## config.mk

```make
export PLATFORM = sky130hd
export DESIGN_NAME = wave_capture_ctrl_flat
export DESIGN_NICKNAME = d
export VERILOG_FILES = /design/src/rtl/wave_capture_if.sv /design/src/rtl/wave_capture_ctrl.sv /design/src/flat_wrapper.sv
export SDC_FILE = /design/constraint.sdc
export NUM_CORES = 1
export LEC_CHECK = 0
export BUFFER_PORTS_ARGS = -buffer_cell sky130_fd_sc_hd__clkbuf_2
export CAP_MARGIN = 5
export CORE_MARGIN = 4
export CORE_UTILIZATION = 45
export CTS_CLUSTER_SIZE = 20
export DETAILED_ROUTE_END_ITERATION = 12
export GPL_TIMING_DRIVEN = 0
export PLACE_DENSITY = 0.71
export SLEW_MARGIN = 5
export SYNTH_ARGS = -nofsm -noshare
export SYNTH_HDL_FRONTEND = slang
export SYNTH_SLANG_ARGS = --single-unit
```

## constraint.sdc

```tcl
create_clock -name clk -period 2.95 [get_ports clk]
set_clock_uncertainty 0.05 [all_clocks]
set_input_delay 0.885 -clock clk [delete_from_list [all_inputs] [get_ports clk]]
set_output_delay 0.885 -clock clk [all_outputs]
set_load 0.05 [all_outputs]
```

## src/rtl/wave_capture_if.sv

```systemverilog
// Sample-stream and RAM-write bundle for wave_capture_ctrl.
// slave: the capture controller; master: the codec/RAM side driving it.
//
// Signals:
//   new_sample_ready  strobe, new_sample_in valid
//   new_sample_in     signed 16-bit audio sample
//   vsync             display vertical sync level
//   write_address     RAM write address {half, index}
//   write_enable      RAM write strobe, one cycle per sample
//   write_sample      offset-binary 8-bit sample
//   read_index        RAM half owned by the display
//   capture_state     00 ARMED, 01 ACTIVE, 10 WAIT
interface wave_capture_if;
   logic        new_sample_ready;
   logic [15:0] new_sample_in;
   logic        vsync;
   logic [8:0]  write_address;
   logic        write_enable;
   logic [7:0]  write_sample;
   logic        read_index;
   logic [1:0]  capture_state;

   modport master (
      output new_sample_ready,
      output new_sample_in,
      output vsync,
      input  write_address,
      input  write_enable,
      input  write_sample,
      input  read_index,
      input  capture_state
   );

   modport slave (
      input  new_sample_ready,
      input  new_sample_in,
      input  vsync,
      output write_address,
      output write_enable,
      output write_sample,
      output read_index,
      output capture_state
   );
endinterface

```

## src/rtl/wave_capture_ctrl.sv

```systemverilog
// Waveform capture sequencer: fills the RAM half the display is not
// reading with 256 samples per trigger, then flips halves on vsync.
//
// Ports:
//   clk    system clock
//   reset  synchronous, active-high
//   bus    wave_capture_if.slave (sample strobe/data, vsync in;
//          RAM write address/enable/data, read_index, state out)
// Parameters:
//   ARM_TIMEOUT  strobes in ARMED before a forced trigger (0 = never)
//   DECIM        decimation factor, only with WAVE_CAPTURE_DECIMATE_EN
// Build option:
//   WAVE_CAPTURE_DECIMATE_EN  accept every DECIM-th strobe in ACTIVE
module wave_capture_ctrl #(
   parameter int ARM_TIMEOUT = 1024,
   parameter int DECIM       = 2
) (
   input logic         clk,
   input logic         reset,
   wave_capture_if.slave bus
);

   localparam int TW = (ARM_TIMEOUT > 1) ? $clog2(ARM_TIMEOUT + 1) : 1;

   typedef enum logic [1:0] {
      S_ARMED  = 2'b00,
      S_ACTIVE = 2'b01,
      S_WAIT   = 2'b10
   } state_e;

   state_e        state_q, state_d;
   logic          rd_idx_q, rd_idx_d;
   logic          we_q, we_d;
   logic [8:0]    addr_q, addr_d;
   logic [7:0]    smp_q, smp_d;
   logic [7:0]    cnt_q, cnt_d;
   // Only the sign of the previous sample matters for crossing detection.
   logic          prev_neg_q, prev_neg_d;
   logic [TW-1:0] tmo_q, tmo_d;
   logic          vsync_q;

   logic          strobe;
   logic          crossing;
   logic          vsync_rise;
   logic [TW-1:0] tmo_inc;
   logic          force_trig;
   logic [7:0]    conv;
   logic          accept;

`ifdef WAVE_CAPTURE_DECIMATE_EN
   localparam int SW = (DECIM > 1) ? $clog2(DECIM) : 1;
   logic [SW-1:0] skip_q, skip_d;
`endif

   assign strobe     = bus.new_sample_ready;
   assign crossing   = strobe && prev_neg_q && !bus.new_sample_in[15];
   assign vsync_rise = bus.vsync && !vsync_q;
   assign tmo_inc    = tmo_q + 1'b1;
   assign force_trig = (ARM_TIMEOUT != 0) && (tmo_inc == TW'(ARM_TIMEOUT));
   // Signed to offset-binary: flip the MSB of the top byte.
   assign conv       = {~bus.new_sample_in[15], bus.new_sample_in[14:8]};

`ifdef WAVE_CAPTURE_DECIMATE_EN
   // skip_q counts strobes since the last accepted one.
   assign accept = strobe && (skip_q == SW'(DECIM - 1));
`else
   assign accept = strobe;
`endif

   always_comb begin
      state_d    = state_q;
      rd_idx_d   = rd_idx_q;
      we_d       = 1'b0;
      addr_d     = addr_q;
      smp_d      = smp_q;
      cnt_d      = cnt_q;
      tmo_d      = tmo_q;
      prev_neg_d = strobe ? bus.new_sample_in[15] : prev_neg_q;
`ifdef WAVE_CAPTURE_DECIMATE_EN
      skip_d     = skip_q;
`endif

      unique case (state_q)
         S_ARMED: begin
            if (strobe) begin
               if (crossing || force_trig) begin
                  we_d    = 1'b1;
                  addr_d  = {~rd_idx_q, 8'h00};
                  smp_d   = conv;
                  cnt_d   = 8'd1;
                  tmo_d   = '0;
                  state_d = S_ACTIVE;
`ifdef WAVE_CAPTURE_DECIMATE_EN
                  skip_d  = '0;
`endif
               end else begin
                  tmo_d = tmo_inc;
               end
            end
         end
         S_ACTIVE: begin
`ifdef WAVE_CAPTURE_DECIMATE_EN
            if (strobe) begin
               skip_d = accept ? '0 : skip_q + 1'b1;
            end
`endif
            if (accept) begin
               we_d   = 1'b1;
               addr_d = {~rd_idx_q, cnt_q};
               smp_d  = conv;
               cnt_d  = cnt_q + 8'd1;
               // Last slot written; the 8-bit count wraps to 0.
               if (cnt_q == 8'hFF) begin
                  state_d = S_WAIT;
               end
            end
         end
         S_WAIT: begin
            if (vsync_rise) begin
               rd_idx_d = ~rd_idx_q;
               state_d  = S_ARMED;
            end
         end
         default: begin
            state_d = S_ARMED;
         end
      endcase
   end

   always_ff @(posedge clk) begin
      if (reset) begin
         state_q    <= S_ARMED;
         rd_idx_q   <= 1'b0;
         we_q       <= 1'b0;
         addr_q     <= '0;
         smp_q      <= '0;
         cnt_q      <= '0;
         prev_neg_q <= 1'b0;
         tmo_q      <= '0;
         vsync_q    <= 1'b0;
      end else begin
         state_q    <= state_d;
         rd_idx_q   <= rd_idx_d;
         we_q       <= we_d;
         addr_q     <= addr_d;
         smp_q      <= smp_d;
         cnt_q      <= cnt_d;
         prev_neg_q <= prev_neg_d;
         tmo_q      <= tmo_d;
         vsync_q    <= bus.vsync;
      end
   end

`ifdef WAVE_CAPTURE_DECIMATE_EN
   always_ff @(posedge clk) begin
      if (reset) begin
         skip_q <= '0;
      end else begin
         skip_q <= skip_d;
      end
   end
`endif

   assign bus.write_address = addr_q;
   assign bus.write_enable  = we_q;
   assign bus.write_sample  = smp_q;
   assign bus.read_index    = rd_idx_q;
   assign bus.capture_state = state_q;

endmodule

```

## src/flat_wrapper.sv

```systemverilog
// flat-port wrapper written by rule: the top's interface ports become plain ports
module wave_capture_ctrl_flat 
#(
   parameter int ARM_TIMEOUT = 1024,
   parameter int DECIM       = 2
)
  (clk, reset, bus_new_sample_ready, bus_new_sample_in, bus_vsync, bus_write_address, bus_write_enable, bus_write_sample, bus_read_index, bus_capture_state);
  wave_capture_if bus_i ();
  input logic clk;
  input logic reset;
  input wire logic [$bits(bus_i.new_sample_ready)-1:0] bus_new_sample_ready;
  input wire logic [$bits(bus_i.new_sample_in)-1:0] bus_new_sample_in;
  input wire logic [$bits(bus_i.vsync)-1:0] bus_vsync;
  output wire logic [$bits(bus_i.write_address)-1:0] bus_write_address;
  output wire logic [$bits(bus_i.write_enable)-1:0] bus_write_enable;
  output wire logic [$bits(bus_i.write_sample)-1:0] bus_write_sample;
  output wire logic [$bits(bus_i.read_index)-1:0] bus_read_index;
  output wire logic [$bits(bus_i.capture_state)-1:0] bus_capture_state;
  assign bus_i.new_sample_ready = bus_new_sample_ready;
  assign bus_i.new_sample_in = bus_new_sample_in;
  assign bus_i.vsync = bus_vsync;
  assign bus_write_address = bus_i.write_address;
  assign bus_write_enable = bus_i.write_enable;
  assign bus_write_sample = bus_i.write_sample;
  assign bus_read_index = bus_i.read_index;
  assign bus_capture_state = bus_i.capture_state;
  wave_capture_ctrl #(.ARM_TIMEOUT(ARM_TIMEOUT), .DECIM(DECIM)) u_core (.clk(clk), .reset(reset), .bus(bus_i));
endmodule
```

==> results of run 1 <==
[worst max path at each step]
stage	endpoint	slack [ns]
after CTS	u_core.bus.write_sample[6]	0.26
after global placement	u_core.bus.write_address[2]	0.002
after global routing	u_core.bus.write_address[5]	0.05
after detailed placement	u_core.bus.write_address[4]	-0.03
final	u_core.bus.write_address[4]	0.28
after floorplan	u_core.cnt_q[5]	0.27
[worst max-delay path, delay by kind of cell]
| family | cells | cell delay, ns |
|---|---|---|
| compound gates | 2 | 0.39 |
| buf+inv | 1 | 0.12 |
| simple gates | 4 | 1.46 |
[power by group through the flow]
stage          registers, W  clock network [W]  logic (W)
3_5_place_dp       0.000590                  0  0.0000572
6_report           0.000577           0.000386  0.0000569
3_3_place_gp       0.000590                  0  0.0000561
4_1_cts            0.000577           0.000394  0.0000574
5_1_grt            0.000578           0.000419  0.0000643
2_1_floorplan      0.000592                  0  0.0000337
[routing by layer]
metal	vias to the layer above	global-route usage, %	wire length [um]
met5	-	0	0
met4	0	5.93	54
met3	7	5.00	298
met2	43	23.7	1750
met1	795	24.4	2080
li1	902	-	-
[synthesized netlist by cell type, types with 2 or more instances]
master,count
or3_1,6
mux2i_1,11
a32oi_1,2
a311oi_1,2
or4_1,2
nor2_1,27
nand3_1,12
o221ai_1,5
buf_6,2
xor2_1,2
a211oi_1,2
nor4_1,2
a22o_1,7
nor2b_1,5
and3_1,3
dfxtp_1,42
nand2_1,21
o31ai_1,2
ha_1,2
inv_1,4
a21oi_1,6
nand2b_1,2
nand4_1,8
xnor2_1,2
clkbuf_1,8
and3_2,2
o21ai_0,2
nor3b_1,2
a211o_1,2
[metrics by stage]
stage	setup WS (ns)	instance area (sq um)	power (W)	hold WS [ns]
final	0.281	2300	0.00102	0.429
after detailed placement	-0.0343	2200	0.000647	0.417
after CTS	0.261	2290	0.00103	0.435
after global routing	0.0455	2300	0.00106	0.441
after floorplan	0.272	1980	0.000626	0.402
after global placement	0.00204	2200	0.000646	0.412
[layout make-up]
type / count / area (sq um) / share of cell area (%)
sequential: 42 / 841 / 36.6
buffer: 13 / 76.3 / 3.32
clock buffer: 6 / 82.6 / 3.59
clock inverter: 2 / 12.5 / 0.544
inverter: 4 / 15.0 / 0.653
multi-input combinational: 162 / 1050 / 45.6
timing repair buffer: 32 / 160 / 6.96
tap: 50 / 62.6 / 2.72
[timing repair]
action | CTS | global route
resized for setup | 0 | 1
endpoints found under the setup margin | 0 | 5
hold endpoints to repair | 0 | 0
[flip-flops by register name, indices dropped and copies added, names as in the netlist]
signal and count:
u_core.bus.write_address 9, u_core.bus.capture_state 2, u_core.prev_neg_q 1, u_core.tmo_q 11, u_core.bus.write_sample 8, u_core.bus.write_enable 1, u_core.cnt_q 8, u_core.bus.read_index 1
u_core.vsync_q 1
[logic make-up (layout without fill, tap and decap cells)]
logic type	Yosys count	in the layout	synth area share (%)
and+or+nand+nor	103	103	27.5
AOI/OAI and AO/OA	42	42	16.7
DFF	42	42	42.6
buffers and inverters	17	57	4.62
muxes	11	11	5.57
xor gates and xnor gates	4	4	1.77
adders and majority gates	2	2	1.27
==> results.json, run 1 <==
{
  "status": "complete, no violations",
  "cts_tree": "built",
  "rr_endpoint": "u_core.bus.write_address[4]",
  "yosysUniqueCellTypes": 55,
  "p_sw_w": 0.000241,
  "max_stage_delay_ns": 0.57,
  "vias_per_cell": 5.62,
  "fmax_mhz": 375,
  "swShare_pct": 23.6,
  "synthCells": 221,
  "min_from": "u_core.bus.write_address[2]",
  "required_ns": 3.14,
  "hold_depth": 1,
  "fp.dieH_um": 74.3,
  "post_drt_wl_per_cell_um": 13.4,
  "rows": 23,
  "finalCritPeriodShare_pct": 90.5,
  "fin_crit_ns": 2.67,
  "fin_util_pct": 55.9,
  "hold_class": "reg2reg",
  "grt_overflow": 0,
  "final_common_cell": "dfxtp_1",
  "grtUsageTotal_pct": 16.9,
  "grt_pass1_vias": 1585,
  "finalNetCount": 282,
  "cts-htree-levels": 2,
  "power.density_mw_per_mm2": 443,
  "dp_cells": 303,
  "relSlewSlack_pct": 57.3,
  "grt_pass1_wl_mm": 7.30,
  "power_frac_clock_pct": 37.8,
  "postCtsSetupBuffers": 0,
  "seqPwrFrac_pct": 56.6,
  "regToRegStartpoint": "u_core.bus.capture_state[0]",
  "synth_edf_count": 0,
  "die_w_um": 74.3,
  "ff2ff_path_depth": 6,
  "p_int_w": 0.000779,
  "synth_area_per_cell_sq_um": 8.94,
  "port-buffer-count": 32,
  "hold_violations": 0,
  "ys_warn_count": 0,
  "finalSetupViolCount": 0,
  "critPathSlowestCell": "nor4b_1",
  "synth.net_count": 243,
  "crit_top_cell": "nor2_1",
  "rsz0062_at_grt": "no",
  "core_sq_mm": 0.00412,
  "ys_ff_latch": 42,
  "peakVddDrop_uv": 269,
  "drc": 0,
  "fill_cells": 386,
  "fp.dieArea_sq_mm": 0.00551,
  "slew_viol_final": 0,
  "synth_flop_cell": "dfxtp_1",
  "cts_buffers": 5,
  "worst-setup-path-type": "in2reg",
  "startpoint": "bus_new_sample_ready",
  "drt_first_pass_iters": 4,
  "fin_tns_setup_ns": 0,
  "worst_pin_slew_ns": 0.632,
  "endpoint_kind": "flop",
  "areaGrowthSynthToFinish_pct": 16.4,
  "clkTransAtPathRegs_ns": 0.08,
  "grt_max_degree": 14,
  "start_util_pct": 48.0,
  "layout_common_cells": "dfxtp_1, clkbuf_2, nor2_1",
  "worstSkewPairLatency_ns": 0.29,
  "start_kind": "input pin",
  "io_pins": 41,
  "p_leak_nw": 0.906,
  "num_vias": 1747,
  "postCtsHoldBufs": 0,
  "drive_above_1_share_pct": 21.8,
  "yosys.area.top_type": "dfxtp_1",
  "clkSinkCount": 42,
  "synth_area_leaders": "dfxtp_1, mux2i_1, nor2_1",
  "antenna_cells": 0,
  "synth_top_area_share_pct": 42.6,
  "cp.arrival_ns": 2.86,
  "r2r_slack_ns": 0.31,
  "dp_hpwl_mm": 3.05,
  "path_cells": "clkbuf_2, and3b_2, nor2_1, nor4b_1, a211oi_2, nor2_1, a22o_1",
  "drt_iter0_drc": 103,
  "ant_nets": 0,
  "cap_violations": 0,
  "pwr-share-comb_pct": 5.6,
  "routabilityCongestion": 0.879,
  "hold_end": "u_core.bus.write_address[2]",
  "clock_path_buffers": 2,
  "path_max_fanout": 7,
  "netlist_area_sq_mm": 0.00198,
  "grt_antenna_before_repair": 0,
  "wirelength_mm": 4.18,
  "fin_cells": 311,
  "synthArstFlopShare_pct": 0,
  "ys_seq_area_share_pct": 42.6,
  "cts_root_buf": "clkbuf_8"
}
(Power assumes the default switching activity.)
==> inputs of run 2 (changes only) <==
- SETUP_SLACK_MARGIN: unset -> 0.3
==> run 2 against run 1 <==
  * Final cell count unchanged
  * Cell area increased by 1.6%
  * Global-route usage increased by 0.70 points
  * Setup slack improved by 0.12 ns
  * Utilization increased by 0.91 points
  * Register-to-register slack improved by 0.095 ns
  * Critical endpoint is now u_core.cnt_q[7]
  * Largest power group unchanged
==> results.json, run 2 (synthesis results as in run 1) <==
{
  "rows": 23,
  "worstSkewPairLatency_ns": 0.29,
  "cts-htree-levels": 2,
  "io_pins": 41,
  "fin_cells": 311,
  "regArea_sq_um": 851,
  "relSlewSlack_pct": 59.1,
  "dp_cells": 303,
  "fmax_mhz": 393,
  "worst_pin_slew_ns": 0.610,
  "layout_common_cells": "dfxtp_1, clkbuf_2, nor2_1",
  "grtUsageTotal_pct": 17.6,
  "required_ns": 3.12,
  "grt_max_degree": 15,
  "regToRegStartpoint": "u_core.tmo_q[3]",
  "rr_endpoint": "u_core.cnt_q[7]",
  "clkSinkCount": 42,
  "drive_above_1_share_pct": 26.8,
  "vias_per_cell": 5.71,
  "core_sq_mm": 0.00412,
  "grt_antenna_before_repair": 0,
  "hold_violations": 0,
  "r2r_slack_ns": 0.41,
  "fin_tns_setup_ns": 0,
  "fp.dieH_um": 74.3,
  "fin_crit_ns": 2.54,
  "total_power_w": 0.00101,
  "path_max_fanout": 8,
  "final_common_cell": "dfxtp_1",
  "cap_violations": 0,
  "cts_root_buf": "clkbuf_8",
  "post_drt_wl_per_cell_um": 14.0,
  "hold_class": "reg2reg",
  "clock_path_buffers": 2,
  "die_w_um": 74.3,
  "multiInputGateArea_sq_mm": 0.00108,
  "finalNetCount": 282,
  "cts_buffers": 5,
  "num_vias": 1777,
  "finalCritPeriodShare_pct": 86.3,
  "grt_pass1_wl_mm": 7.55,
  "hold_end": "u_core.bus.write_address[5]",
  "dp_hpwl_mm": 3.09,
  "grt_pass1_vias": 1692,
  "drt_iter0_drc": 115,
  "worst-setup-path-type": "reg2reg",
  "p_leak_nw": 0.912,
  "power.density_mw_per_mm2": 430,
  "ant_nets": 0,
  "rsz0062_at_grt": "yes",
  "routabilityCongestion": 0.883,
  "drc": 0,
  "fp.dieArea_sq_mm": 0.00551,
  "ff2ff_path_depth": 8,
  "hold_ws_ns": 0.433,
  "fill_cells": 386,
  "hold_depth": 1,
  "largest_reg_flops": 11,
  "start_kind": "flop",
  "wirelength_mm": 4.35,
  "grt_overflow": 0,
  "port-buffer-count": 32,
  "regMostFlops": "u_core.tmo_q",
  "peakVddDrop_uv": 243,
  "cp.arrival_ns": 2.71,
  "drt_first_pass_iters": 4,
  "status": "complete, no violations",
  "cts_tree": "built",
  "areaGrowthSynthToFinish_pct": 18.3,
  "antenna_cells": 0,
  "slew_viol_final": 0,
  "endpoint_kind": "flop",
  "finalSetupViolCount": 0,
  "start_util_pct": 48.0,
  "min_from": "u_core.bus.write_address[5]",
  "clkTransAtPathRegs_ns": 0.08
}
run 2: cell count changes in the layout (fill, tap and decap cells not counted), moves of 2 or more:
| cell | previous run | this run |
|---|---|---|
| dfxtp_1 | 42 | 36 |
| dfxtp_2 | 0 | 5 |
| clkbuf_1 | 8 | 6 |
| clkbuf_2 | 32 | 34 |
run 2: metrics by stage:
step,util [%],setup WS (ns),instance area [sq um]
after floorplan,-,0.419,1980
after global placement,53.5,0.00970,2200
after detailed placement,53.5,0.0139,2200
after CTS,55.8,0.297,2300
after global routing,56.8,0.284,2340
final,56.8,0.405,2340
run 2: worst max-delay path by stage:
| stage | endpoint | slack (ns) | startpoint |
|---|---|---|---|
| after floorplan | u_core.cnt_q[5] | 0.42 | bus_new_sample_in[15] |
| after global placement | u_core.cnt_q[1] | 0.01 | bus_new_sample_ready |
| after detailed placement | u_core.bus.write_address[2] | 0.01 | bus_new_sample_ready |
| after CTS | u_core.bus.write_address[2] | 0.30 | bus_new_sample_ready |
| after global routing | u_core.bus.write_address[4] | 0.28 | u_core.bus.capture_state[0] |
| final | u_core.cnt_q[7] | 0.41 | u_core.tmo_q[3] |
run 2: cell type report:
| cell class | instances | area share (%) |
|---|---|---|
| Buffer | 13 | 3.37 |
| Inverter | 4 | 0.642 |
| Multi-Input combinational cell | 162 | 46.2 |
| Sequential cell | 42 | 36.4 |
| Timing Repair Buffer | 32 | 6.85 |
| Tap cell | 50 | 2.68 |
| Clock inverter | 3 | 0.910 |
| Clock buffer | 5 | 2.94 |
run 2: what timing repair did:
| action | in CTS | in global routing |
|---|---|---|
| endpoints found under the setup margin | 8 | 26 |
| buffers inserted | 0 | 0 |
| hold buffers | 0 | 0 |
| pin swaps | 0 | 1 |
| gates resized for setup | 1 | 16 |
run 2: routing by layer:
metal	track usage, %	share of wire [%]
met5	0	0
met4	5.14	0.87
met3	4.73	6.5
met2	26.7	43
met1	24.5	50
run 2: power breakdown:
| group | switching [W] | internal, W | leakage [nW] | total (W) |
|---|---|---|---|---|
| registers | 0.00000577 | 0.000572 | 0.342 | 0.000577 |
| clock network | 0.000205 | 0.000166 | 0.0441 | 0.000371 |
| logic | 0.0000376 | 0.0000196 | 0.526 | 0.0000572 |
| total | 0.000248 | 0.000757 | 0.912 | 0.00101 |
run 2: critical path, stage by stage (launching register included):
cell and delay, ns:
dfxtp_4 0.37, and4_4 0.19, buf_6 0.12, a211o_1 0.30, a311o_1 0.32, a211o_1 0.32, buf_6 0.14, or4_1 0.49
a21oi_1 0.16
==> inputs of run 3 (changes only) <==
- PLACE_DENSITY: 0.71 -> unset
- PLACE_DENSITY_LB_ADDON: unset -> 0.05
==> run 3 against run 2 <==
  * Routed wire length grew 3.5%
  * Flip-flop and latch count did not move
  * Critical endpoint unchanged
  * Critical path depth did not move
  * Highest routed layer unchanged
  * Register-to-register slack barely moved
  * First-iteration DRC count down 21%
  * Global-route usage increased by 0.16 points
  * Setup slack better by 0.013 ns
==> results.json, run 3 (synthesis results as in run 1) <==
{
  "pwr-share-comb_pct": 5.8,
  "worst-setup-path-type": "reg2reg",
  "clkTransAtPathRegs_ns": 0.08,
  "rsz0062_at_grt": "no",
  "swShare_pct": 24.1,
  "io_pins": 41,
  "p_int_w": 0.000759,
  "grt_overflow": 0,
  "post_drt_wl_per_cell_um": 14.3,
  "hold_class": "reg2reg",
  "endpoint_kind": "flop",
  "routabilityCongestion": 0.792,
  "p_leak_nw": 0.934,
  "status": "complete, no violations",
  "hold_violations": 0,
  "regArea_sq_um": 845,
  "total_power_w": 0.00100,
  "die_w_um": 74.3,
  "drc": 0,
  "drt_first_pass_iters": 4,
  "final_common_cell": "dfxtp_1",
  "fmax_mhz": 395,
  "drt_iter0_drc": 91,
  "finalSetupViolCount": 0,
  "fill_cells": 405,
  "postCtsHoldBufs": 0,
  "fp.dieArea_sq_mm": 0.00551,
  "wirelength_mm": 4.50,
  "worst_pin_slew_ns": 0.638,
  "power.density_mw_per_mm2": 422,
  "clkSinkCount": 42,
  "cts_buffers": 5,
  "path_max_fanout": 8,
  "antenna_cells": 0,
  "regToRegStartpoint": "u_core.tmo_q[3]",
  "fin_crit_ns": 2.53,
  "fp.dieH_um": 74.3,
  "cap_violations": 0,
  "start_kind": "flop",
  "dp_hpwl_mm": 3.16,
  "start_util_pct": 48.0,
  "grt_pass1_wl_mm": 7.56,
  "multiInputGateArea_sq_mm": 0.00109,
  "grt_max_degree": 14,
  "worstSkewPairLatency_ns": 0.29,
  "power_frac_clock_pct": 36.4,
  "cp.arrival_ns": 2.70,
  "clock_path_buffers": 2,
  "finalCritPeriodShare_pct": 85.8,
  "grtUsageTotal_pct": 17.7,
  "num_vias": 1771,
  "areaGrowthSynthToFinish_pct": 19.9,
  "peakVddDrop_uv": 259,
  "cts_tree": "built",
  "layout_common_cells": "dfxtp_1, clkbuf_2, nor2_1",
  "rows": 23,
  "p_sw_w": 0.000241,
  "required_ns": 3.12,
  "ant_nets": 0,
  "startpoint": "u_core.tmo_q[3]",
  "fin_tns_setup_ns": 0,
  "slew_viol_final": 0,
  "vias_per_cell": 5.62,
  "seqPwrFrac_pct": 57.7,
  "drive_above_1_share_pct": 26.8,
  "core_sq_mm": 0.00412,
  "regMostFlops": "u_core.tmo_q",
  "min_from": "u_core.bus.write_address[2]",
  "largest_reg_flops": 11,
  "port-buffer-count": 32,
  "grt_pass1_vias": 1609,
  "finalNetCount": 286,
  "grt_antenna_before_repair": 0,
  "cts_root_buf": "clkbuf_8",
  "relSlewSlack_pct": 57.2,
  "cts-htree-levels": 2
}
run 3: layout make-up:
class	count	share of cell area (%)
inverter	4	0.634
clock buffer	6	3.06
tap	50	2.64
buffer	13	3.33
clock inverter	2	0.581
multi-input combinational	162	46.1
sequential	42	35.7
timing repair buffer	36	8.03
run 3: routing by layer:
layer	share of wire [%]	track usage, %
met1	50	25.1
met2	43	25.8
met3	6.0	4.86
met4	1.2	6.52
met5	0	0
run 3: stage by stage:
stage	setup WS, ns	instance area (sq um)	hold WS, ns	instances	util [%]
floorplan	0.419	1980	0.402	221	-
finish	0.419	2370	0.434	315	57.6
global placement	-0.0437	2200	0.415	303	53.5
CTS	0.277	2290	0.442	311	55.7
global route	0.290	2370	0.456	315	57.6
detailed placement	0.00903	2200	0.419	303	53.5
run 3: path summary, 6_finish.rpt:
check	cells after the start	endpoint	slack, ns
worst min-delay path	1	u_core.bus.write_address[2]	0.43
worst max register to register	8	u_core.cnt_q[7]	0.42
worst min register to register	1	u_core.bus.write_address[2]	0.43
worst max-delay path	8	u_core.cnt_q[7]	0.42
run 3: critical path, stage by stage, from the launching register on:
cell	delay, ns
dfxtp_2	0.36
and4_4	0.20
buf_6	0.12
a211o_1	0.30
a311o_1	0.32
a211o_1	0.33
buf_6	0.15
or4_1	0.49
a21oi_1	0.14
run 3: repair_timing:
action	CTS	global route
gates resized for setup	1	14
setup buffers	0	4
pin swaps	0	3
setup endpoints to repair	18	27
run 3: power groups by stage:
stage | sequential [W] | combinational (W) | clock [W]
finish | 0.000577 | 0.0000583 | 0.000364
global route | 0.000578 | 0.0000648 | 0.000407
CTS | 0.000577 | 0.0000576 | 0.000380
detailed placement | 0.000590 | 0.0000572 | 0
global placement | 0.000590 | 0.0000569 | 0
floorplan | 0.000592 | 0.0000337 | 0
